==> src/rtl/safe_seq_ctrl.sv <==
// Challenge/answer sequencer for the safe: loads four challenge digits, collects
// the keypad entry, checks it against the external calculator and drives unlock/alarm.
module safe_seq_ctrl #(
  parameter int MAX_TRIES   = 3,
  parameter int OPEN_CYCLES = 500,
  parameter int LOCK_CYCLES = 1000
) (
  input  logic        clk,
  input  logic        rst_n,
  input  logic [3:0]  rnd_digit,
  input  logic        start,
  input  logic        admin_mode,
  input  logic        admin_op_we,
  input  logic [2:0]  admin_op,
  input  logic        key_valid,
  input  logic [3:0]  key_val,
  input  logic        key_clr,
  input  logic        key_enter,
  input  logic [15:0] correct_ans,
  output logic [3:0]  d1,
  output logic [3:0]  d2,
  output logic [3:0]  d3,
  output logic [3:0]  d4,
  output logic        op1,
  output logic        op2,
  output logic        op3,
  output logic [13:0] entry,
  output logic        unlock,
  output logic        alarm,
  output logic [1:0]  tries_left,
  output logic        busy,
  output logic [2:0]  state
);

  localparam int MAX_CNT = (LOCK_CYCLES > OPEN_CYCLES) ? LOCK_CYCLES : OPEN_CYCLES;
  localparam int CNT_W   = $clog2(MAX_CNT + 1);

  typedef enum logic [2:0] {
    IDLE  = 3'd0,
    LOAD  = 3'd1,
    ENTRY = 3'd2,
    CHECK = 3'd3,
    OPEN  = 3'd4,
    LOCK  = 3'd5
  } state_t;

  state_t           st;
  logic [CNT_W-1:0] cnt;
  logic [2:0]       key_cnt;
  logic [3:0]       fold_digit;

  // Random source produces 0..15; fold the non-decimal values back into 0..5.
  assign fold_digit = (rnd_digit > 4'd9) ? (rnd_digit - 4'd10) : rnd_digit;
  assign state      = st;

  always_ff @(posedge clk or negedge rst_n) begin
    if (!rst_n) begin
      st         <= IDLE;
      cnt        <= '0;
      key_cnt    <= '0;
      d1         <= '0;
      d2         <= '0;
      d3         <= '0;
      d4         <= '0;
      op1        <= 1'b0;
      op2        <= 1'b0;
      op3        <= 1'b0;
      entry      <= '0;
      unlock     <= 1'b0;
      alarm      <= 1'b0;
      tries_left <= 2'(MAX_TRIES);
      busy       <= 1'b0;
    end else begin
      case (st)
        IDLE: begin
          if (admin_mode && admin_op_we) {op1, op2, op3} <= admin_op;
          if (start) begin
            st   <= LOAD;
            busy <= 1'b1;
            cnt  <= '0;
          end
        end
        LOAD: begin
          case (cnt[1:0])
            2'd0:    d1 <= fold_digit;
            2'd1:    d2 <= fold_digit;
            2'd2:    d3 <= fold_digit;
            default: d4 <= fold_digit;
          endcase
          if (cnt == CNT_W'(3)) begin
            st      <= ENTRY;
            cnt     <= '0;
            entry   <= '0;
            key_cnt <= '0;
          end else begin
            cnt <= cnt + 1'b1;
          end
        end
        ENTRY: begin
          // Clear beats enter beats digit; the losers of a tie are dropped.
          if (key_clr) begin
            entry   <= '0;
            key_cnt <= '0;
          end else if (key_enter) begin
            if (key_cnt != 3'd0) st <= CHECK;
          end else if (key_valid && (key_cnt < 3'd4) && (key_val <= 4'd9)) begin
            entry   <= entry * 14'd10 + {10'd0, key_val};
            key_cnt <= key_cnt + 1'b1;
          end
        end
        CHECK: begin
          if ({2'b00, entry} == correct_ans) begin
            st     <= OPEN;
            unlock <= 1'b1;
            cnt    <= '0;
          end else if (tries_left > 2'd1) begin
            st         <= ENTRY;
            tries_left <= tries_left - 1'b1;
            entry      <= '0;
            key_cnt    <= '0;
          end else begin
            st         <= LOCK;
            tries_left <= 2'd0;
            alarm      <= 1'b1;
            cnt        <= '0;
          end
        end
        OPEN: begin
          if (cnt == CNT_W'(OPEN_CYCLES - 1)) begin
            st         <= IDLE;
            unlock     <= 1'b0;
            busy       <= 1'b0;
            tries_left <= 2'(MAX_TRIES);
            entry      <= '0;
            cnt        <= '0;
          end else begin
            cnt <= cnt + 1'b1;
          end
        end
        LOCK: begin
          if (cnt == CNT_W'(LOCK_CYCLES - 1)) begin
            st         <= IDLE;
            alarm      <= 1'b0;
            busy       <= 1'b0;
            tries_left <= 2'(MAX_TRIES);
            cnt        <= '0;
          end else begin
            cnt <= cnt + 1'b1;
          end
        end
        default: begin
          st   <= IDLE;
          busy <= 1'b0;
        end
      endcase
    end
  end

endmodule
==> config.mk <==
export PLATFORM = sky130hd
export DESIGN_NAME = safe_seq_ctrl
export DESIGN_NICKNAME = d
export VERILOG_FILES = /design/src/rtl/safe_seq_ctrl.sv
export SDC_FILE = /design/constraint.sdc
export NUM_CORES = 1
export LEC_CHECK = 0
export CAP_MARGIN = 10
export CELL_PAD_IN_SITES_DETAIL_PLACEMENT = 0
export CELL_PAD_IN_SITES_GLOBAL_PLACEMENT = 2
export CORE_MARGIN = 4
export CORE_UTILIZATION = 30
export CTS_CLUSTER_DIAMETER = 80
export DETAILED_ROUTE_END_ITERATION = 10
export MAX_ROUTING_LAYER = met4
export PLACE_DENSITY = 0.83
export SLEW_MARGIN = 20
export SYNTH_ARGS = -nofsm -noshare
export SYNTH_HDL_FRONTEND = slang
export SYNTH_SLANG_ARGS = --single-unit
==> constraint.sdc <==
create_clock -name clk -period 8.6 [get_ports clk]
set_input_delay 2.58 -clock clk [delete_from_list [all_inputs] [get_ports clk]]
set_output_delay 2.58 -clock clk [all_outputs]
set_load 0.05 [all_outputs]
==> metrics, run 1 <==
status completed; NetSw 0.652 mW; Critical Path AT 4760 ps; vias per cell 5.07; Synth Flop Type dfrtp_1; grt met3 use 1.70%; clock network fraction of design power 17.1%; Worst-Margin Slew 1100 ps; mean post-synth cell area 9.41 um^2; combinational share of power 52.9%; Max Cap Viol 0; Slew Limit Fails 0; TNS Setup 0 ps; hpwl dp 7210 um; Resize count post-CTS 0; routed vias 3024; Final Routed Wirelength 9330 um; RSZ-0062 raised after global routing no; routed len/inst 15.6 um; fin nets 520; synth-to-layout area growth 29.4%; Chip Width 117 um; layout cell share with drive strength beyond 1 7.05%; Iteration-0 DRC Markers 143; worst hold path type flop to flop; Async SR Flop Fraction 100%; Seq pwr share 30.0%; crit-path max FO 10; Synth cell types 58; crit start category input pin; syn_nets 447; Setup Fix Bufs, Post-CTS 0; fill count 1153; FF+latch count, synth 54; vias in the first global route 3003; first-pass GRT wire length 15400 um; Die Y 117 um; die area 13700 um^2; latest clock arrival within the worst-skew pair 290 ps; Fin. Hold Viols 0; CP endpoint kind flop; first-pass detailed-route iteration total 4; Reg clk slew, reported paths 80 ps; ANT nets after route 0; global route overflow 0; Highest Clock Rate 218 MHz; Leakage 2.03 nW; Remaining DRCs 0; Ports 76; effective utilization at floorplan 30.9%; GR peak layer met2; RePlAce Congestion 0.774; Post-synth EDFFs 0; Slew HR 26.0%; overall power 1.37 mW; Peak VDD IR 0.179 mV; diodes inserted 0; row count 39; worst-case clock buffer depth 2; critical path class input pin to flop; CTS tree done; crit path time final 4590 ps; switching share of power 47.5%; count of input and output buffers 75; post-synthesis sequential area ratio 37.9%; hold buffers post-CTS 0; # setup viols final 0; core area 11600 um^2; CTS Buf Count 5; H-tree Lvls 2; Root Buffer clkbuf_16; CP required 8760 ps; largest net degree at the start of global routing 55; initial antenna violation count 0; Post-Syn Area 3580 um^2; cell count after synthesis 380; gr usage total 14.5%; final worst-path cycle share 53.4%; Clock Sinks 54; Ys Warns 0; met1 usage 20.6%; skew final 8.71 ps; GR Util met2 22.6%; PwrDens 297 nW/um^2; P_int 0.720 mW
through the flow:
stage	worst slack, ps	hold slack (ps)	std cells	utilization, %	cell area, um^2
after floorplan	4420	494	380	-	3580
after global placement	3710	469	589	38.5	4450
after detailed placement	3710	470	589	38.5	4450
after CTS	3980	488	597	40.0	4630
after global routing	3840	513	597	40.0	4630
final	4010	484	597	40.0	4630
cell families after synthesis:
| family | count (synthesis) | share of synthesized area (%) |
|---|---|---|
| adder cells (fa/ha/maj) | 32 | 11.6 |
| buffers and inverters | 20 | 2.55 |
| XOR/XNOR | 33 | 8.08 |
| flip-flops | 54 | 37.9 |
| AO/OA/AOI/OAI | 97 | 18.2 |
| AND/OR/NAND/NOR | 137 | 19.5 |
| multiplexers | 7 | 2.20 |
sequential cells by signal, summed over array words and instances (netlist names):
register    count
op2             1
tries_left      2
d3              4
cnt            10
d4              4
entry          14
busy            1
d1              4
d2              4
state           3
alarm           1
op3             1
key_cnt         3
unlock          1
op1             1
power groups by stage:
stage	Combinational (mW)	Sequential, mW	Clock (mW)
CTS	0.735	0.414	0.241
global placement	0.726	0.416	0
detailed placement	0.731	0.418	0
finish	0.726	0.411	0.235
floorplan	0.304	0.615	0
global route	0.787	0.428	0.252
cells in the mapped netlist (all sizes together) (7+ instances only):
| library cell | n | area [um^2] |
|---|---|---|
| and3 | 7 | 45.1 |
| xnor2 | 15 | 131 |
| nand3 | 9 | 45.0 |
| mux2 | 7 | 78.8 |
| inv | 10 | 37.5 |
| nor3 | 7 | 40.0 |
| o21ai | 42 | 210 |
| dfrtp | 52 | 1300 |
| a21oi | 18 | 90.1 |
| nand4 | 9 | 56.3 |
| nand2 | 52 | 200 |
| xor2 | 18 | 158 |
| nor2 | 21 | 78.8 |
| ha | 30 | 375 |
| nand2b | 7 | 43.8 |
cell usage in the layout, fill, tap and decap left out, types with 2 or more instances in the layout:
| cell type | instances |
|---|---|
| a211oi_1 | 2 |
| inv_1 | 10 |
| a21oi_1 | 18 |
| nor4_1 | 4 |
| o22a_1 | 2 |
| nand2b_1 | 7 |
| dfrtp_1 | 52 |
| a21boi_0 | 2 |
| a22o_1 | 3 |
| a21o_1 | 5 |
| o21a_1 | 2 |
| ha_1 | 30 |
| nor3_1 | 6 |
| nand2_1 | 50 |
| nor2_1 | 21 |
| clkbuf_16 | 5 |
| o31ai_2 | 4 |
| and2_1 | 3 |
| and3b_1 | 2 |
| mux2_2 | 7 |
| nor2b_1 | 4 |
| nand2_2 | 2 |
| a31oi_1 | 4 |
| o21bai_1 | 2 |
| xor2_1 | 18 |
| clkdlybuf4s50_1 | 74 |
| o21ai_0 | 41 |
| dfstp_2 | 2 |
| nand3_1 | 9 |
| xnor2_1 | 15 |
| nand4_1 | 9 |
| a32o_1 | 2 |
| nand3b_1 | 2 |
| fa_1 | 2 |
| or4b_1 | 2 |
| and3_1 | 6 |
final timing paths:
check                               startpoint   endpoint  slack, ps  depth (start not counted)
worst max-delay path            correct_ans[1]     cnt[6]       4010                          8
worst min-delay path                     d3[1]      d3[1]        480                          2
worst max register to register        entry[1]  entry[13]       5390                         10
worst min register to register           d3[1]      d3[1]        480                          2
max in group asynchronous                rst_n   state[0]       5730                          2
min in group asynchronous                rst_n      d2[1]       2400                          2
routing by layer:
layer / wire [um] / vias to the layer above
li1: - / 1514
met1: 4500 / 1442
met2: 4380 / 61
met3: 380 / 7
met4: 72 / 0
met5: 0 / -
layout make-up:
type	count	area, um^2	share of cell area [%]
inverter	10	37.5	0.811
clock buffer	5	125	2.70
timing repair buffer	76	753	16.3
multi-input combinational	306	2130	46.1
clock inverter	3	47.5	1.03
sequential	54	1350	29.3
tap	143	179	3.87
critical path: stages:
cell             delay, ps
clkdlybuf4s50_1        410
xnor2_1                330
nand4_1                210
nor4_1                 290
nand2b_1               180
a32o_1                 420
o21ai_0                210
o21ai_0                110
Power figures use the tool's default switching activity.
==> run 2, diff against run 1 <==
--- a/config.mk
+++ b/config.mk
@@ -9,11 +9,11 @@
 export CELL_PAD_IN_SITES_DETAIL_PLACEMENT = 0
 export CELL_PAD_IN_SITES_GLOBAL_PLACEMENT = 2
 export CORE_MARGIN = 4
-export CORE_UTILIZATION = 30
+export CORE_UTILIZATION = 28
 export CTS_CLUSTER_DIAMETER = 80
 export DETAILED_ROUTE_END_ITERATION = 10
 export MAX_ROUTING_LAYER = met4
-export PLACE_DENSITY = 0.83
+export PLACE_DENSITY = 0.82
 export SLEW_MARGIN = 20
 export SYNTH_ARGS = -nofsm -noshare
 export SYNTH_HDL_FRONTEND = slang
==> constraint.sdc (replaced) <==
create_clock -name clk -period 3.7 [get_ports clk]
set_input_delay 1.11 -clock clk [delete_from_list [all_inputs] [get_ports clk]]
set_output_delay 1.11 -clock clk [all_outputs]
set_load 0.05 [all_outputs]
==> run 2 against run 1 <==
Via count fell by 0.56%. Final area rose by 1.1%. First-iteration DRC count up 53%. Global-route usage is 0.87 points lower. Critical endpoint is now entry[13]. Largest cell class unchanged.
==> metrics, run 2 (synthesized netlist as in run 1, its figures left out) <==
status completed; layout cell share with drive strength beyond 1 7.46%; Iteration-0 DRC Markers 219; H-tree Lvls 2; crit start category flop; Finished Layout Cells 628; largest net degree at the start of global routing 45; Peak VDD IR 0.290 mV; Slew HR 62.6%; NetSw 1.52 mW; Die Y 121 um; count of input and output buffers 75; Reg2Reg Setup Slack 490 ps; Slew Limit Fails 0; Critical path destination entry[13]; TNS Setup 0 ps; routed vias 3007; crit path time final 3210 ps; Final Routed Wirelength 9370 um; worst hold slack 488 ps; row count 41; final worst-path cycle share 86.6%; latest clock arrival within the worst-skew pair 300 ps; Place WS 353 ps; CP startpoint entry[1]; crit-path max FO 6; clock network fraction of design power 17.1%; switching share of power 47.6%; effective utilization at floorplan 28.5%; Ports 76; Highest Clock Rate 312 MHz; max reg flops 14; first-pass GRT wire length 15600 um; skew final 9.08 ps; core area 12600 um^2; Critical R2R Launch entry[1]; RR Endpoint entry[13]; combinational share of power 52.8%; Seq pwr share 30.1%; CTS Buf Count 5; Critical Path AT 3390 ps; Resize count post-CTS 0; fin nets 522; Max Cap Viol 0; PwrDens 685 nW/um^2; Clock Sinks 54; CP endpoint kind flop; placed cell area 4510 um^2; worst reg-to-reg path cell count 10; fill count 1290; CTS tree done; Setup Fix Bufs, Post-CTS 0; first-pass detailed-route iteration total 4; RePlAce Congestion 0.815; final worst slack 494 ps; commonest non-fill, non-tap cell in the layout clkdlybuf4s50_1; vias in the first global route 2943; Reg clk slew, reported paths 70 ps; global route overflow 0; critical path class flop to flop; vias per cell 4.79; P_int 1.68 mW; most frequent cells in the layout 74 x clkdlybuf4s50_1, 52 x dfrtp_1, 50 x nand2_1; diodes inserted 0; RSZ-0062 raised after global routing no; # setup viols final 0; Regs by FF count entry: 14 flops, cnt: 10 flops; routed len/inst 14.9 um; CP required 3890 ps; die area 14600 um^2; initial antenna violation count 0; Remaining DRCs 0; synth-to-layout area growth 30.9%; final instance area 4680 um^2; ANT nets after route 0; worst hold path type flop to flop; hpwl dp 7380 um; worst-case clock buffer depth 2; Root Buffer clkbuf_16; hold buffers post-CTS 0; Largest Register entry; gr usage total 13.7%; Worst-Margin Slew 561 ps; Leakage 2.04 nW; Chip Width 121 um; Fin. Hold Viols 0; Placed Cells 620
[run 2: per-stage QoR]
step	utilization, %	power (mW)
final	37.2	3.21
after global routing	37.2	3.41
after CTS	37.2	3.24
after detailed placement	35.8	2.68
after global placement	35.8	2.66
after floorplan	-	2.14
[run 2: worst min path at each step]
| stage | start | end | depth (start not counted) |
|---|---|---|---|
| 2_1_floorplan | cnt[9] | cnt[9] | 1 |
| 3_3_place_gp | d2[1] | d2[1] | 2 |
| 3_5_place_dp | d3[2] | d3[2] | 2 |
| 4_1_cts | d3[2] | d3[2] | 2 |
| 5_1_grt | d2[2] | d2[2] | 2 |
| 6_report | d1[2] | d1[2] | 2 |
[run 2: worst max-delay path, cell delays in order (launching register included)]
cell	delay, ps
dfrtp_1	480
ha_1	330
ha_1	240
fa_1	420
a211oi_1	480
nor2_1	120
xor2_1	260
and3b_1	290
nand4_1	120
xnor2_1	150
a22o_1	190
[run 2: cell type report]
cell class | count | area, um^2 | share of cell area, %
Multi-Input combinational cell | 306 | 2130 | 45.5
Sequential cell | 54 | 1350 | 28.9
Timing Repair Buffer | 78 | 768 | 16.4
Tap cell | 172 | 215 | 4.60
Clock buffer | 5 | 125 | 2.67
Clock inverter | 3 | 48.8 | 1.04
Inverter | 10 | 37.5 | 0.802
[run 2: power groups by stage]
stage	sequential (mW)	clock [mW]	combinational, mW
after CTS	0.969	0.563	1.71
after floorplan	1.43	0	0.708
after global routing	0.998	0.590	1.83
final	0.964	0.548	1.69
after global placement	0.971	0	1.69
after detailed placement	0.981	0	1.70
[run 2: per-layer routing]
| layer | track usage, % | share of wire [%] |
|---|---|---|
| met5 | - | 0 |
| met4 | 4.04 | 1.5 |
| met3 | 2.24 | 4.8 |
| met2 | 20.2 | 43 |
| met1 | 19.3 | 50 |
==> run 3, diff against run 2 <==
--- a/config.mk
+++ b/config.mk
@@ -12,7 +12,6 @@
 export CORE_UTILIZATION = 28
 export CTS_CLUSTER_DIAMETER = 80
 export DETAILED_ROUTE_END_ITERATION = 10
-export MAX_ROUTING_LAYER = met4
 export PLACE_DENSITY = 0.82
 export SLEW_MARGIN = 20
 export SYNTH_ARGS = -nofsm -noshare
==> run 3 against run 2 <==
Final area did not move. Combinational power is essentially flat. Critical path type unchanged. Global-route usage is 0.35 points lower. Highest routed layer unchanged. Count of clock-buffer cells in the layout stayed put. Wire length is 0.18% higher.
==> metrics, run 3 (synthesized netlist as in run 1, its figures left out) <==
Regs by FF count entry: 14 flops, cnt: 10 flops; count of input and output buffers 75; FF+latch area 1350 um^2; worst-case clock buffer depth 2; Worst-Margin Slew 560 ps; Critical R2R Launch entry[1]; row count 41; Largest Register entry; status completed; Chip Width 121 um; combinational share of power 52.9%; crit start category flop; Peak VDD IR 0.292 mV; CTS tree done; RePlAce Congestion 0.803; Reg clk slew, reported paths 70 ps; max reg flops 14; first-pass detailed-route iteration total 4; Highest Clock Rate 311 MHz; die area 14600 um^2; routed vias 3015; hold buffers post-CTS 0; diodes inserted 0; largest net degree at the start of global routing 45; final core occ 37.2%; vias in the first global route 2938; Hold Crit Start d2[3]; RR Endpoint entry[13]; ANT nets after route 0; skew final 9.53 ps; # setup viols final 0; CP required 3880 ps; hold path depth 2; Resize count post-CTS 0; Clock Sinks 54; NetSw 1.52 mW; Hold Crit Endpoint d2[3]; commonest non-fill, non-tap cell in the layout clkdlybuf4s50_1; Iteration-0 DRC Markers 212; Ports 76; critical path class flop to flop; hpwl dp 7380 um; Max Cap Viol 0; P_int 1.68 mW; PwrDens 685 nW/um^2; final worst-path cycle share 86.8%; crit-path max FO 6; Die Y 121 um; fill count 1290; vias per cell 4.80; worst reg-to-reg path cell count 10; RSZ-0062 raised after global routing no; Seq pwr share 30.1%; worst hold path type flop to flop; global route overflow 0; Leakage 2.04 nW; overall power 3.20 mW; routed len/inst 14.9 um; crit path time final 3210 ps; gr usage total 13.3%; initial antenna violation count 0; core area 12600 um^2; Fin. Hold Viols 0; TNS Setup 0 ps; fin nets 522; CP endpoint kind flop; clock network fraction of design power 17.0%; Slew HR 62.7%; effective utilization at floorplan 28.5%; Remaining DRCs 0; CTS Buf Count 5; Critical Path AT 3390 ps; first-pass GRT wire length 15600 um; Setup Fix Bufs, Post-CTS 0; Final Routed Wirelength 9380 um; Reg2Reg Setup Slack 490 ps; multi-input logic area 2130 um^2; Slew Limit Fails 0; synth-to-layout area growth 30.9%; layout cell share with drive strength beyond 1 7.46%; Root Buffer clkbuf_16; switching share of power 47.6%; H-tree Lvls 2; most frequent cells in the layout 74 x clkdlybuf4s50_1, 52 x dfrtp_1, 50 x nand2_1; latest clock arrival within the worst-skew pair 300 ps
[run 3: cell counts in the layout (fill, tap and decap cells not counted)]
No cell type changed its count.
[run 3: worst max path at each step]
stage,startpoint,end,cells past startpoint
after floorplan,entry[1],entry[13],10
after global placement,correct_ans[11],cnt[5],8
after detailed placement,correct_ans[12],cnt[3],8
after CTS,entry[1],entry[13],10
after global routing,entry[1],entry[13],10
final,entry[1],entry[13],10
[run 3: cell type report]
class | count | area share [%]
Clock inverter | 3 | 1.04
Multi-Input combinational cell | 306 | 45.5
Inverter | 10 | 0.802
Sequential cell | 54 | 28.9
Tap cell | 172 | 4.60
Clock buffer | 5 | 2.67
Timing Repair Buffer | 78 | 16.4
[run 3: stage by stage]
step                      setup slack (ps)  cell area, um^2  hold WS [ps]  cells
final                                  487             4680           488    628
after global routing                   233             4680           516    628
after CTS                              512             4680           492    628
after detailed placement               353             4510           475    620
after global placement                 359             4510           465    620
after floorplan                        591             3580           494    380
[run 3: power by group through the flow]
stage / clock network (mW) / logic (mW) / registers, mW
floorplan: 0 / 0.708 / 1.43
global route: 0.592 / 1.83 / 0.998
global placement: 0 / 1.69 / 0.971
CTS: 0.563 / 1.71 / 0.969
detailed placement: 0 / 1.70 / 0.981
finish: 0.545 / 1.70 / 0.965
[run 3: worst max-delay path: stages (launching register included)]
cell	delay, ps
dfrtp_1	480
ha_1	330
ha_1	240
fa_1	420
a211oi_1	480
nor2_1	120
xor2_1	260
and3b_1	290
nand4_1	120
xnor2_1	150
a22o_1	190
[run 3: per-layer routing]
metal | vias up | part of all wire (%) | wire, um | track usage (%)
li1 | 1517 | - | - | -
met1 | 1414 | 51 | 4750 | 19.4
met2 | 73 | 43 | 4080 | 20.1
met3 | 11 | 4.3 | 404 | 2.38
met4 | 0 | 1.6 | 150 | 4.04
met5 | - | 0 | 0 | 0
